File: src/rtl/syscall_if.sv
// Core-side bundle for the SYSCALL service unit: register operands, stall/halt,
// $v0 writeback, data-memory read port and the console byte stream.
interface syscall_if;
  logic        syscall;
  logic [31:0] v0_data;
  logic [31:0] a0_data;
  logic        stall;
  logic        halted;
  logic        rf_we;
  logic [31:0] rf_wdata;
  logic        mem_rd;
  logic [31:0] mem_addr;
  logic [31:0] mem_rdata;
  logic        out_valid;
  logic [7:0]  out_data;
  logic        out_ready;

  modport master (
    output syscall, v0_data, a0_data, mem_rdata, out_ready,
    input  stall, halted, rf_we, rf_wdata, mem_rd, mem_addr, out_valid, out_data
  );

  modport slave (
    input  syscall, v0_data, a0_data, mem_rdata, out_ready,
    output stall, halted, rf_we, rf_wdata, mem_rd, mem_addr, out_valid, out_data
  );
endinterface

File: src/rtl/syscall_unit.sv
// SYSCALL service unit: print_int, print_string, print_char, sbrk and exit for
// the single-cycle MIPS core. Holds the PC via stall until the service retires.
//
// state     | meaning
// ----------+--------------------------------------------------------------
// IDLE      | waiting for syscall; captures $v0/$a0 and dispatches
// INT_SIGN  | print_int: emit '-' for negative argument, load magnitude
// INT_DIGIT | print_int: repeated subtraction of 10^k, one digit per k
// STR_REQ   | print_string: memory read of the word holding ptr in flight
// STR_WAIT  | print_string: pick the byte lane, stop on NUL or length limit
// EMIT      | present one character until out_ready
// DONE      | one unstalled cycle so the PC advances; sbrk writeback
// HALT      | exit taken; stall forever until reset
module syscall_unit #(
  parameter logic [31:0] HEAP_BASE = 32'h10000000,
  parameter logic [31:0] HEAP_SIZE = 32'h000000fc,
  parameter int          MAX_STR   = 256
) (
  input logic      clk,
  input logic      reset,
  syscall_if.slave bus
);

  localparam int CNT_W = $clog2(MAX_STR + 1);

  typedef enum logic [2:0] {
    IDLE, INT_SIGN, INT_DIGIT, STR_REQ, STR_WAIT, EMIT, DONE, HALT
  } state_t;

  state_t      state;
  logic [31:0] code_q;
  logic [31:0] arg_q;
  logic [31:0] ptr_q;
  logic [31:0] rem_q;
  logic [3:0]  k_q;
  logic [3:0]  digit_q;
  logic        lead_q;
  logic [CNT_W-1:0] cnt_q;
  logic [31:0] brk_q;
  logic        halted_q;
  logic        rf_we_q;
  logic [31:0] rf_wdata_q;
  logic        mem_rd_q;
  logic [31:0] mem_addr_q;
  logic        out_valid_q;
  logic [7:0]  out_data_q;

  function automatic logic [31:0] pow10(input logic [3:0] k);
    case (k)
      4'd0:    pow10 = 32'd1;
      4'd1:    pow10 = 32'd10;
      4'd2:    pow10 = 32'd100;
      4'd3:    pow10 = 32'd1000;
      4'd4:    pow10 = 32'd10000;
      4'd5:    pow10 = 32'd100000;
      4'd6:    pow10 = 32'd1000000;
      4'd7:    pow10 = 32'd10000000;
      4'd8:    pow10 = 32'd100000000;
      default: pow10 = 32'd1000000000;
    endcase
  endfunction

  logic [31:0] sbrk_n;
  logic [32:0] sbrk_end;
  logic [32:0] heap_lim;
  logic [31:0] pow_k;
  logic [7:0]  str_byte;
  logic [31:0] ptr_next;

  assign sbrk_n   = (bus.a0_data + 32'd3) & ~32'd3;
  assign sbrk_end = {1'b0, brk_q} + {1'b0, sbrk_n};
  assign heap_lim = {1'b0, HEAP_BASE} + {1'b0, HEAP_SIZE};
  assign pow_k    = pow10(k_q);
  assign str_byte = bus.mem_rdata[{ptr_q[1:0], 3'b000} +: 8];
  assign ptr_next = ptr_q + 32'd1;

  // The only combinational output: stall must follow syscall in the same cycle.
  assign bus.stall     = (bus.syscall && state != DONE) || state == HALT;
  assign bus.halted    = halted_q;
  assign bus.rf_we     = rf_we_q;
  assign bus.rf_wdata  = rf_wdata_q;
  assign bus.mem_rd    = mem_rd_q;
  assign bus.mem_addr  = mem_addr_q;
  assign bus.out_valid = out_valid_q;
  assign bus.out_data  = out_data_q;

  // Service sequencer with registered outputs; brk lives here so reset restores it.
  always_ff @(posedge clk or negedge reset) begin
    if (!reset) begin
      state       <= IDLE;
      code_q      <= '0;
      arg_q       <= '0;
      ptr_q       <= '0;
      rem_q       <= '0;
      k_q         <= '0;
      digit_q     <= '0;
      lead_q      <= 1'b0;
      cnt_q       <= '0;
      brk_q       <= HEAP_BASE;
      halted_q    <= 1'b0;
      rf_we_q     <= 1'b0;
      rf_wdata_q  <= '0;
      mem_rd_q    <= 1'b0;
      mem_addr_q  <= '0;
      out_valid_q <= 1'b0;
      out_data_q  <= '0;
    end else begin
      rf_we_q <= 1'b0;
      case (state)
        IDLE: begin
          if (bus.syscall) begin
            code_q <= bus.v0_data;
            arg_q  <= bus.a0_data;
            case (bus.v0_data)
              32'd1: state <= INT_SIGN;
              32'd4: begin
                ptr_q      <= bus.a0_data;
                cnt_q      <= '0;
                mem_rd_q   <= 1'b1;
                mem_addr_q <= {bus.a0_data[31:2], 2'b00};
                state      <= STR_REQ;
              end
              32'd9: begin
                rf_we_q <= 1'b1;
                if (sbrk_end <= heap_lim) begin
                  rf_wdata_q <= brk_q;
                  brk_q      <= sbrk_end[31:0];
                end else begin
                  rf_wdata_q <= 32'hFFFFFFFF;
                end
                state <= DONE;
              end
              32'd10: begin
                halted_q <= 1'b1;
                state    <= HALT;
              end
              32'd11: begin
                out_valid_q <= 1'b1;
                out_data_q  <= bus.a0_data[7:0];
                state       <= EMIT;
              end
              default: state <= DONE;
            endcase
          end
        end
        INT_SIGN: begin
          k_q     <= 4'd9;
          digit_q <= '0;
          lead_q  <= 1'b1;
          if (arg_q[31]) begin
            rem_q       <= ~arg_q + 32'd1;
            out_valid_q <= 1'b1;
            out_data_q  <= 8'h2D;
            state       <= EMIT;
          end else begin
            rem_q <= arg_q;
            state <= INT_DIGIT;
          end
        end
        INT_DIGIT: begin
          if (rem_q >= pow_k) begin
            rem_q   <= rem_q - pow_k;
            digit_q <= digit_q + 4'd1;
          end else if (digit_q != 4'd0 || !lead_q || k_q == 4'd0) begin
            out_valid_q <= 1'b1;
            out_data_q  <= 8'h30 + {4'b0000, digit_q};
            lead_q      <= 1'b0;
            state       <= EMIT;
          end else begin
            k_q <= k_q - 4'd1;
          end
        end
        STR_REQ: begin
          mem_rd_q <= 1'b0;
          state    <= STR_WAIT;
        end
        STR_WAIT: begin
          if (str_byte == 8'h00 || cnt_q == CNT_W'(MAX_STR)) begin
            state <= DONE;
          end else begin
            out_valid_q <= 1'b1;
            out_data_q  <= str_byte;
            cnt_q       <= cnt_q + CNT_W'(1);
            state       <= EMIT;
          end
        end
        EMIT: begin
          if (bus.out_ready) begin
            out_valid_q <= 1'b0;
            case (code_q)
              32'd1: begin
                // lead still set means the '-' just went out; digits follow
                if (lead_q) begin
                  state <= INT_DIGIT;
                end else if (k_q == 4'd0) begin
                  state <= DONE;
                end else begin
                  k_q     <= k_q - 4'd1;
                  digit_q <= '0;
                  state   <= INT_DIGIT;
                end
              end
              32'd4: begin
                ptr_q      <= ptr_next;
                mem_rd_q   <= 1'b1;
                mem_addr_q <= {ptr_next[31:2], 2'b00};
                state      <= STR_REQ;
              end
              default: state <= DONE;
            endcase
          end
        end
        DONE:    state <= IDLE;
        HALT:    state <= HALT;
        default: state <= IDLE;
      endcase
    end
  end

endmodule

File: src/flat_wrapper.sv
// flat-port wrapper written by rule: the top's interface ports become plain ports
module syscall_unit_flat 
#(
  parameter logic [31:0] HEAP_BASE = 32'h10000000,
  parameter logic [31:0] HEAP_SIZE = 32'h000000fc,
  parameter int          MAX_STR   = 256
)
  (clk, reset, bus_syscall, bus_v0_data, bus_a0_data, bus_mem_rdata, bus_out_ready, bus_stall, bus_halted, bus_rf_we, bus_rf_wdata, bus_mem_rd, bus_mem_addr, bus_out_valid, bus_out_data);
  syscall_if bus_i ();
  input logic clk;
  input logic reset;
  input wire logic [$bits(bus_i.syscall)-1:0] bus_syscall;
  input wire logic [$bits(bus_i.v0_data)-1:0] bus_v0_data;
  input wire logic [$bits(bus_i.a0_data)-1:0] bus_a0_data;
  input wire logic [$bits(bus_i.mem_rdata)-1:0] bus_mem_rdata;
  input wire logic [$bits(bus_i.out_ready)-1:0] bus_out_ready;
  output wire logic [$bits(bus_i.stall)-1:0] bus_stall;
  output wire logic [$bits(bus_i.halted)-1:0] bus_halted;
  output wire logic [$bits(bus_i.rf_we)-1:0] bus_rf_we;
  output wire logic [$bits(bus_i.rf_wdata)-1:0] bus_rf_wdata;
  output wire logic [$bits(bus_i.mem_rd)-1:0] bus_mem_rd;
  output wire logic [$bits(bus_i.mem_addr)-1:0] bus_mem_addr;
  output wire logic [$bits(bus_i.out_valid)-1:0] bus_out_valid;
  output wire logic [$bits(bus_i.out_data)-1:0] bus_out_data;
  assign bus_i.syscall = bus_syscall;
  assign bus_i.v0_data = bus_v0_data;
  assign bus_i.a0_data = bus_a0_data;
  assign bus_i.mem_rdata = bus_mem_rdata;
  assign bus_i.out_ready = bus_out_ready;
  assign bus_stall = bus_i.stall;
  assign bus_halted = bus_i.halted;
  assign bus_rf_we = bus_i.rf_we;
  assign bus_rf_wdata = bus_i.rf_wdata;
  assign bus_mem_rd = bus_i.mem_rd;
  assign bus_mem_addr = bus_i.mem_addr;
  assign bus_out_valid = bus_i.out_valid;
  assign bus_out_data = bus_i.out_data;
  syscall_unit #(.HEAP_BASE(HEAP_BASE), .HEAP_SIZE(HEAP_SIZE), .MAX_STR(MAX_STR)) u_core (.clk(clk), .reset(reset), .bus(bus_i));
endmodule
File: config.mk
export PLATFORM = sky130hd
export DESIGN_NAME = syscall_unit_flat
export DESIGN_NICKNAME = d
export VERILOG_FILES = /design/src/rtl/syscall_if.sv /design/src/rtl/syscall_unit.sv /design/src/flat_wrapper.sv
export SDC_FILE = /design/constraint.sdc
export NUM_CORES = 1
export LEC_CHECK = 0
export ABC_AREA = 1
export CAP_MARGIN = 20
export CORE_ASPECT_RATIO = 1.75
export CORE_MARGIN = 2
export CORE_UTILIZATION = 30
export CTS_BUF_LIST = sky130_fd_sc_hd__clkbuf_4 sky130_fd_sc_hd__clkbuf_8
export CTS_CLUSTER_SIZE = 24
export DETAILED_ROUTE_END_ITERATION = 8
export MAX_ROUTING_LAYER = met4
export PLACE_DENSITY = 0.45
export SYNTH_ARGS = -nofsm -noshare
export SYNTH_HDL_FRONTEND = slang
export SYNTH_SLANG_ARGS = --single-unit
File: constraint.sdc
create_clock -name clk -period 7 [get_ports clk]
set_clock_uncertainty 0.2 [all_clocks]
set_input_delay 1.05 -clock clk [delete_from_list [all_inputs] [get_ports clk]]
set_output_delay 1.05 -clock clk [all_outputs]
set_load 0.05 [all_outputs]
# == Word-level counts from Yosys, hierarchy flattened ==
# Memory sizes are Yosys's and may differ from the RTL's.
# Cells that the tools add are included.
# totals
register_bits,257
rom_bits,480
in_bits,100
output_inout_bits,77
elab_cells,160
n_memories,1
# memory_table
name,depth,width,read_ports,rd_clocked_by_memory_dff,write_ports,line,rtl
(name not given),16,30,1,0,0,syscall_unit.sv:49,case (k)
# op_classes
addsub,9
n_lt_le_gt_ge,2
n_eq_ne,30
n_shift,1
n_mux,68
bitwise,1
reduce_logical,31
# op_table
operator,n
32-bit two-way mux,11
32-bit one-hot mux with 2 select lines,3
32-bit by 4-bit == test with 1-bit output (second input constant),3
32-bit by 1-bit adder with 32-bit output (second input constant),2
32-bit by 1-bit == test with 1-bit output (second input constant),2
32-bit by 3-bit == test with 1-bit output (second input constant),2
8-bit two-way mux,6
4-bit two-way mux,11
32-bit by 32-bit adder with 33-bit output,1
33-bit by 29-bit <= comparator with 1-bit output (second input constant),1
32-bit by 2-bit adder with 32-bit output (second input constant),1
32-bit greater-or-equal comparator,1
32-bit inverter,1
8-bit one-hot mux with 4 select lines,1
32-bit by 6-bit indexed part select with 8-bit output,1
32-bit subtractor,1
9-bit two-way mux,3
3-bit one-hot mux with 8 select lines,1
4-bit one-hot mux with 3 select lines,2
3-bit two-way mux,7
2-bit inequality test (second input constant),9
9-bit one-hot mux with 2 select lines,1
1-bit two-way mux,16
7-bit AND reduction,2
32 further kinds,53

# == Depth between registers and ports, before layout ==
# Gate-level depths: netlist (run 1).
# logic_depth
word_depth,6
ltp_mapped,37
depth_no_buf,36

# == Least setup slack after synthesis (run 1) ==
# No wires, ideal clock.
# synth_timing
path_type,input to register
startpoint,input port bus_a0_data[0]
endpoint,register u_core.brk_q[5]
setup_time_ps,113
arrival_time_ps,4233
required_ps,6687
path_slack_ps,2454
stages,33
n_path_buf,1
path_cell_list,inv_1 nand2_1 nand2_1 nor2_2 nand2_1 nor2_1 inv_1 nor2_1 inv_1 nor2_1 inv_1 nor2_1 inv_1 nor2_1 nand2_1 o21ai_0 inv_1 ha_1 nand2_1 nor2_1 inv_1 nor3_1 nand2_1 nand2_1 xor2_1 nand2_1 nor2_1 nand4_1 nand2_2 buf_2 nand3_1 nand2_1 inv_1
# synth_via
elab_chain_len,4
# synth_lines
item,line,rtl
from (decl),flat_wrapper.sv:14,input wire logic [$bits(bus_i.a0_data)-1:0] bus_a0_data;
32-bit by 2-bit adder with 32-bit output (*),syscall_unit.sv:70,assign sbrk_n = (bus.a0_data + 32'd3) & ~32'd3;
32-bit by 32-bit adder with 33-bit output (*),syscall_unit.sv:71,"assign sbrk_end = {1'b0, brk_q} + {1'b0, sbrk_n};"
33-bit by 29-bit <= comparator with 1-bit output,syscall_unit.sv:125,if (sbrk_end <= heap_lim) begin
4-bit AND reduction (no source line),--,
to (signal assigned),syscall_unit.sv:127,brk_q <= sbrk_end[31:0];
to (decl),syscall_unit.sv:39,logic [31:0] brk_q;
# Mark *: on every way between the ends. The rest lies on a longest branch, timed or not.
# A chain may end at the register's enable or synchronous reset.

# == Final worst setup path (run 1) ==
# layout_timing
startpoint,input port bus_a0_data[0]
endpoint,register u_core.brk_q[4]
# Same word-level chain as after synthesis.

==> reports/qor.csv, run 1 <==
metric,value,unit
Port Buf Inserts,174,
synth unique cells,56,
Syn Area/Cell,6.68,sq um
IO Pins,177,
Post-synth EDFFs,0,
synth warn,0,
largest net degree at the start of global routing,153,
sequential element share of the synthesized area,0.328,
Layout Nets,2857,
grt total ovfl,0,
Crit Path Max Fanout,43,
RSZ-0062 raised after global routing,no,
DR top layer,met4,
CP most frequent cell,nand2_1,
GP Congestion,0.958,
Starting Density,0.303,
critical path capture point type,register,
Synth area leaders,"dfrtp_1 33%, nand2_1 15%, inv_1 8.2%",
# fillers,6087,
Syn Std Cell Area,16900,sq um
Clock Latency Late Sink,0.62,ns
initial antenna violation count,1,
dpl cell area,19300,sq um
Multi-input gate area,9410,sq um
CTS Hold Buffers Added,0,
"FF+latch count, synth",222,
register area,5560,sq um
Lkg Pwr,0.0102,uW
crit path launch type,input port,
CTS resizes,0,
Root Buffer,clkbuf_8,
final hold vios,0,
Hold Crit Class,in -> async,
Die H,318,um
"commonest non-fill, non-tap cell in the layout",nand2_1,
row cnt,115,
Worst path slowest cell,clkdlybuf4s50_1,
CTS Buf Count,42,
peak supply drop,0.141,mV
drt via density,4.95,
Die Span X,184,um
Fin Setup TNS,0,ns
leading area contributor after synthesis,dfrtp_1,
met3 wire length,1950,um
slew margin rel.,0.338,
initial DRC count,1014,
total track usage,0.239,
most frequent cells in the layout,"680 x nand2_1, 370 x inv_1, 237 x nor2_1",
"Setup violations, final",0,
first-pass GRT wire length,103000,um
total number of vias,16900,
H-tree levels,2,
WL per Instance,19.8,um
Post-synth ARST share,1.00,
top_reg_cell synth,dfrtp_1,
status,completed,
Final min period,5.75,ns
Worst Path Arrival,6.05,ns
Cell Pwr Density,421,nW/um^2
DRC viols,0,
worst hold margin,0.163,ns
CTS tree,done,
Worst path max stage delay,0.75,ns
DP HPWL,54400,um
Die ar.,58500,sq um
Final ANT Viol Nets,0,
layout cell share with drive strength beyond 1,0.0648,
Syn Inst Count,2535,
final worst-path cycle share,0.821,
Crit path required time,7.30,ns
fin cells,3418,
Placed Cells,3340,
CTS Buffer Depth,3,
synth-to-layout area growth,19.2,%
Max Cap Violations,0,
Max Fclk,0.174,GHz
routed wl met2,36900,um
core area,56000,sq um
Final Cell Area,20200,sq um
kind of critical path,in -> reg,
Post CTS Setup Buffer Count,0,
DR pass1 iterations,6,
final WL,67700,um
max-slew violations,0,
Clock Sinks,222,
total power,8500,uW
wire length on met1,24000,um
Worst-Margin Slew,0.993,ns
vias in the first global route,17500,
post-synth top area share,0.326,
register clock-pin slew on the reported worst setup and hold paths,0.06,ns
## cell usage after synthesis (14+ instances only)
cell type  number
a21oi_1       131
a31oi_1        24
buf_2          14
buf_4          35
clkbuf_1       34
dfrtp_1       221
ha_1           73
inv_1         370
nand2_1       681
nand3_1       130
nand3b_1       31
nand4_1        47
nor2_1        237
nor3_1         46
nor4_1         15
o21ai_0       212
o21ai_1        16
or2_2          33
xor2_1         53
## state kept, by name, summed over array words and instances (netlist names), 3 cells and up
name	cells
u_core.digit_q	4
u_core.ptr_q	31
u_core.bus.out_data	8
u_core.bus.rf_wdata	31
u_core.arg_q	32
u_core.k_q	4
u_core.code_q	32
u_core.brk_q	30
u_core.state	3
u_core.rem_q	32
u_core.cnt_q	9
## where the power goes
part / total (uW) / switching (uW) / internal (uW)
clock network: 1490 / 646 / 844
logic: 4840 / 3320 / 1520
registers: 2160 / 429 / 1730
## critical path: cells and delay by family
family	cells	cell delay, ns
and+or+nand+nor	16	2.15
xor gates and xnor gates	1	0.16
AOI/OAI and AO/OA	4	0.84
adders and majority gates	1	0.36
buffers and inverters	6	1.44
## metal layers
layer  GRT usage  vias up
met1       0.230     7953
met3      0.0246      139
met5           -        -
met2       0.449      359
li1            -     8458
met4       0.150        0
## final timing paths
| check | slack (ns) | cells past startpoint | startpoint | to |
|---|---|---|---|---|
| worst min-delay path | 0.16 | 1 | reset | u_core.bus.rf_wdata[14] |
| worst max register to register | 2.54 | 18 | u_core.k_q[3] | u_core.rem_q[14] |
| worst min register to register | 0.28 | 1 | u_core.bus.halted | u_core.bus.halted |
| worst max-delay path | 1.25 | 28 | bus_a0_data[0] | u_core.brk_q[4] |
| min in group clk | 0.28 | 1 | u_core.bus.halted | u_core.bus.halted |
| max in group asynchronous | 5.05 | 2 | reset | u_core.ptr_q[3] |
## layout make-up
| cell class | count | share of cell area |
|---|---|---|
| clock inverter | 13 | 0.00731 |
| tap | 702 | 0.0435 |
| inverter | 379 | 0.0704 |
| sequential | 222 | 0.275 |
| timing repair buffer | 199 | 0.0982 |
| antenna | 1 | 0.000124 |
| clock buffer | 64 | 0.0396 |
| multi-input combinational | 1838 | 0.466 |
## logic make-up (layout without fill, tap and decap cells)
family | after synthesis | count (layout) | share of synthesized area
XOR/XNOR | 66 | 66 | 0.0341
other | 1 | 3 | 0.000221
flip-flops | 222 | 222 | 0.328
AO/OA/AOI/OAI | 450 | 450 | 0.146
AND/OR/NAND/NOR | 1245 | 1245 | 0.319
buffers and inverters | 476 | 655 | 0.117
adder cells (fa/ha/maj) | 75 | 75 | 0.0563
## stage by stage
stage,utilization,worst slack (ns)
CTS,0.361,1.31
global placement,0.344,0.655
floorplan,-,2.45
detailed placement,0.344,0.675
finish,0.361,1.25
global route,0.361,0.723
Power figures use the tool's default switching activity.
==> run 2: changes to the inputs <==
--- a/config.mk
+++ b/config.mk
@@ -14,7 +14,7 @@
 export CTS_CLUSTER_SIZE = 24
 export DETAILED_ROUTE_END_ITERATION = 8
 export MAX_ROUTING_LAYER = met4
-export PLACE_DENSITY = 0.45
+export PLACE_DENSITY = 0.46
 export SYNTH_ARGS = -nofsm -noshare
 export SYNTH_HDL_FRONTEND = slang
 export SYNTH_SLANG_ARGS = --single-unit
==> constraint.sdc (replaced) <==
create_clock -name clk -period 4.6 [get_ports clk]
set_clock_uncertainty 0.2 [all_clocks]
set_input_delay 0.69 -clock clk [delete_from_list [all_inputs] [get_ports clk]]
set_output_delay 0.69 -clock clk [all_outputs]
set_load 0.05 [all_outputs]
==> run 2 against run 1 <==
Count of clock-buffer cells in the layout shrank 4. Critical path depth shrank 1. Clock power grew 48%.
==> reports/qor.csv, run 2 (synthesis gave the netlist of run 1 again) <==
metric,value,unit,change
biggest regs,"u_core.arg_q (32), u_core.code_q (32), u_core.rem_q (32)",,unchanged
peak supply drop,0.292,mV,was 0.141 mV
Worst Path Arrival,4.65,ns,was 6.05 ns
Final ANT Viol Nets,0,,unchanged
core area,56000,sq um,unchanged
Crit Path Max Fanout,20,,was 43
status,completed,,unchanged
GP Congestion,0.943,,was 0.958
Crit path required time,4.88,ns,was 7.30 ns
initial DRC count,887,,was 1014
CTS Buf Count,41,,was 42
fin cells,3596,,was 3418
layout cell share with drive strength beyond 1,0.149,,was 0.0648
most frequent cells in the layout,"658 x nand2_1, 364 x inv_1, 221 x dfrtp_1",,"was 680 x nand2_1, 370 x inv_1, 237 x nor2_1"
Worst-Margin Slew,0.731,ns,was 0.993 ns
register clock-pin slew on the reported worst setup and hold paths,0.06,ns,about the same
CTS tree,done,,unchanged
first-pass GRT wire length,104000,um,was 103000 um
Layout Nets,3037,,was 2857
row cnt,115,,unchanged
DRC viols,0,,unchanged
synth-to-layout area growth,30.7,%,was 19.2%
Multi-input gate area,9810,sq um,was 9410 sq um
final worst-path cycle share,0.949,,
vias in the first global route,17800,,was 17500
H-tree levels,2,,unchanged
total power,13100,uW,was 8500 uW
drt via density,4.86,,was 4.95
max-slew violations,0,,unchanged
Cell Pwr Density,590,nW/um^2,was 421 nW/um^2
Clock Latency Late Sink,0.62,ns,about the same
WL per Instance,19.1,um,was 19.8 um
Die Span X,184,um,unchanged
"Setup violations, final",0,,unchanged
Max Cap Violations,0,,unchanged
initial antenna violation count,2,,was 1
Port Buf Inserts,174,,unchanged
Root Buffer,clkbuf_8,,unchanged
Die H,318,um,unchanged
CTS Buffer Depth,3,,unchanged
register area,5560,sq um,unchanged
IO Pins,177,,unchanged
Final min period,4.37,ns,
DP HPWL,55300,um,was 54400 um
Starting Density,0.303,,unchanged
Clock Sinks,222,,unchanged
kind of critical path,in -> reg,,unchanged
crit path launch type,input port,,unchanged
grt total ovfl,0,,unchanged
largest net degree at the start of global routing,84,,was 153
Lkg Pwr,0.0112,uW,was 0.0102 uW
total track usage,0.241,,was 0.239
Placed Cells,3503,,was 3340
total number of vias,17500,,was 16900
critical path capture point type,register,,unchanged
# fillers,5859,,was 6087
final WL,68900,um,was 67700 um
Die ar.,58500,sq um,unchanged
slew margin rel.,0.513,,was 0.338
DR pass1 iterations,6,,unchanged
Hold Crit Class,reg -> reg,,was in -> async
Max Fclk,0.229,GHz,
"commonest non-fill, non-tap cell in the layout",nand2_1,,unchanged
final hold vios,0,,unchanged
==> run 2: cell types whose count changed in the layout (fill, tap and decap cells not counted), moves of 6 or more <==
cell,delta
buf_12,+7
buf_4,+164
clkdlybuf4s50_1,-12
dlymetal6s2s_1,+9
ha_1,-10
ha_4,+8
inv_1,-6
nand2_1,-22
nand2_2,+17
nand3_1,-7
nand3_2,+7
nor2_1,-18
nor2_2,+13
==> run 2: critical path, stage by stage <==
cell and delay (ns):
dlygate4sd2_1 0.29, inv_2 0.12, nor3_4 0.22, nand2_4 0.09, nor2_2 0.12, inv_1 0.11, nor3_2 0.12, nand4_1 0.23
buf_4 0.22, nor4_2 0.19, xor2_1 0.18, inv_1 0.06, ha_1 0.31, a21o_1 0.18, nor2_1 0.16, nor2_1 0.06
nor2_1 0.07, o21ai_0 0.13, a21oi_2 0.15, nor2_1 0.05, nand3b_1 0.21, nor2_4 0.17, buf_12 0.14, nand2_8 0.09
buf_12 0.17, nand2_1 0.07, o21ai_2 0.05
==> run 2: worst paths after layout <==
check | from | to | slack [ns] | depth (start not counted)
setup / recovery | bus_a0_data[5] | u_core.brk_q[4] | 0.23 | 27
hold / removal | u_core.code_q[25] | u_core.code_q[25] | 0.29 | 2
setup reg to reg | u_core.k_q[0] | u_core.bus.out_data[4] | 0.37 | 19
hold reg to reg | u_core.code_q[25] | u_core.code_q[25] | 0.29 | 2
max in group asynchronous | reset | u_core.bus.out_data[0] | 2.82 | 3
min in group asynchronous | reset | u_core.bus.rf_wdata[11] | 0.46 | 2
==> run 2: power by group <==
part           leakage [uW]  internal [uW]  switching (uW)  total [uW]
Sequential          0.00278           2640             621        3260
Combinational       0.00797           2520            5100        7620
Clock              0.000485           1250             953        2200
Total                0.0112           6400            6670       13100
==> run 2: layout make-up <==
| cell class | instances | area share |
|---|---|---|
| well taps | 702 | 0.0397 |
| diodes | 2 | 0.000226 |
| clock inverters | 13 | 0.00655 |
| flip-flops and latches | 222 | 0.251 |
| multi-input cells | 1838 | 0.443 |
| clock buffers | 60 | 0.0350 |
| repair buffers | 380 | 0.160 |
| inverters | 379 | 0.0645 |
==> run 2: timing repair <==
item	4_1_cts	5_1_grt
setup buffers	9	4
endpoints found under the hold margin	80	0
hold buffers	1	0
setup endpoints to repair	61	70
cloned	2	3
gates resized for setup	64	69
pin swaps	13	26
==> run 2: through the flow <==
step | hold slack, ns | utilization | TNS (ns) | cell area, sq um | setup WS [ns]
CTS | 0.288 | 0.390 | -0.0456 | 21800 | -0.00944
floorplan | 0.194 | - | 0 | 16900 | 0.414
detailed placement | 0.273 | 0.366 | -58.28 | 20500 | -1.02
global placement | 0.267 | 0.366 | -57.56 | 20500 | -1.02
finish | 0.286 | 0.396 | 0 | 22100 | 0.233
global route | 0.287 | 0.396 | -0.618 | 22100 | -0.0355
==> run 2: routing by layer <==
layer  global-route usage  share of wire
met4                0.168          0.084
met1                0.227           0.35
met5                    -              0
met2                0.450           0.54
met3               0.0272          0.031
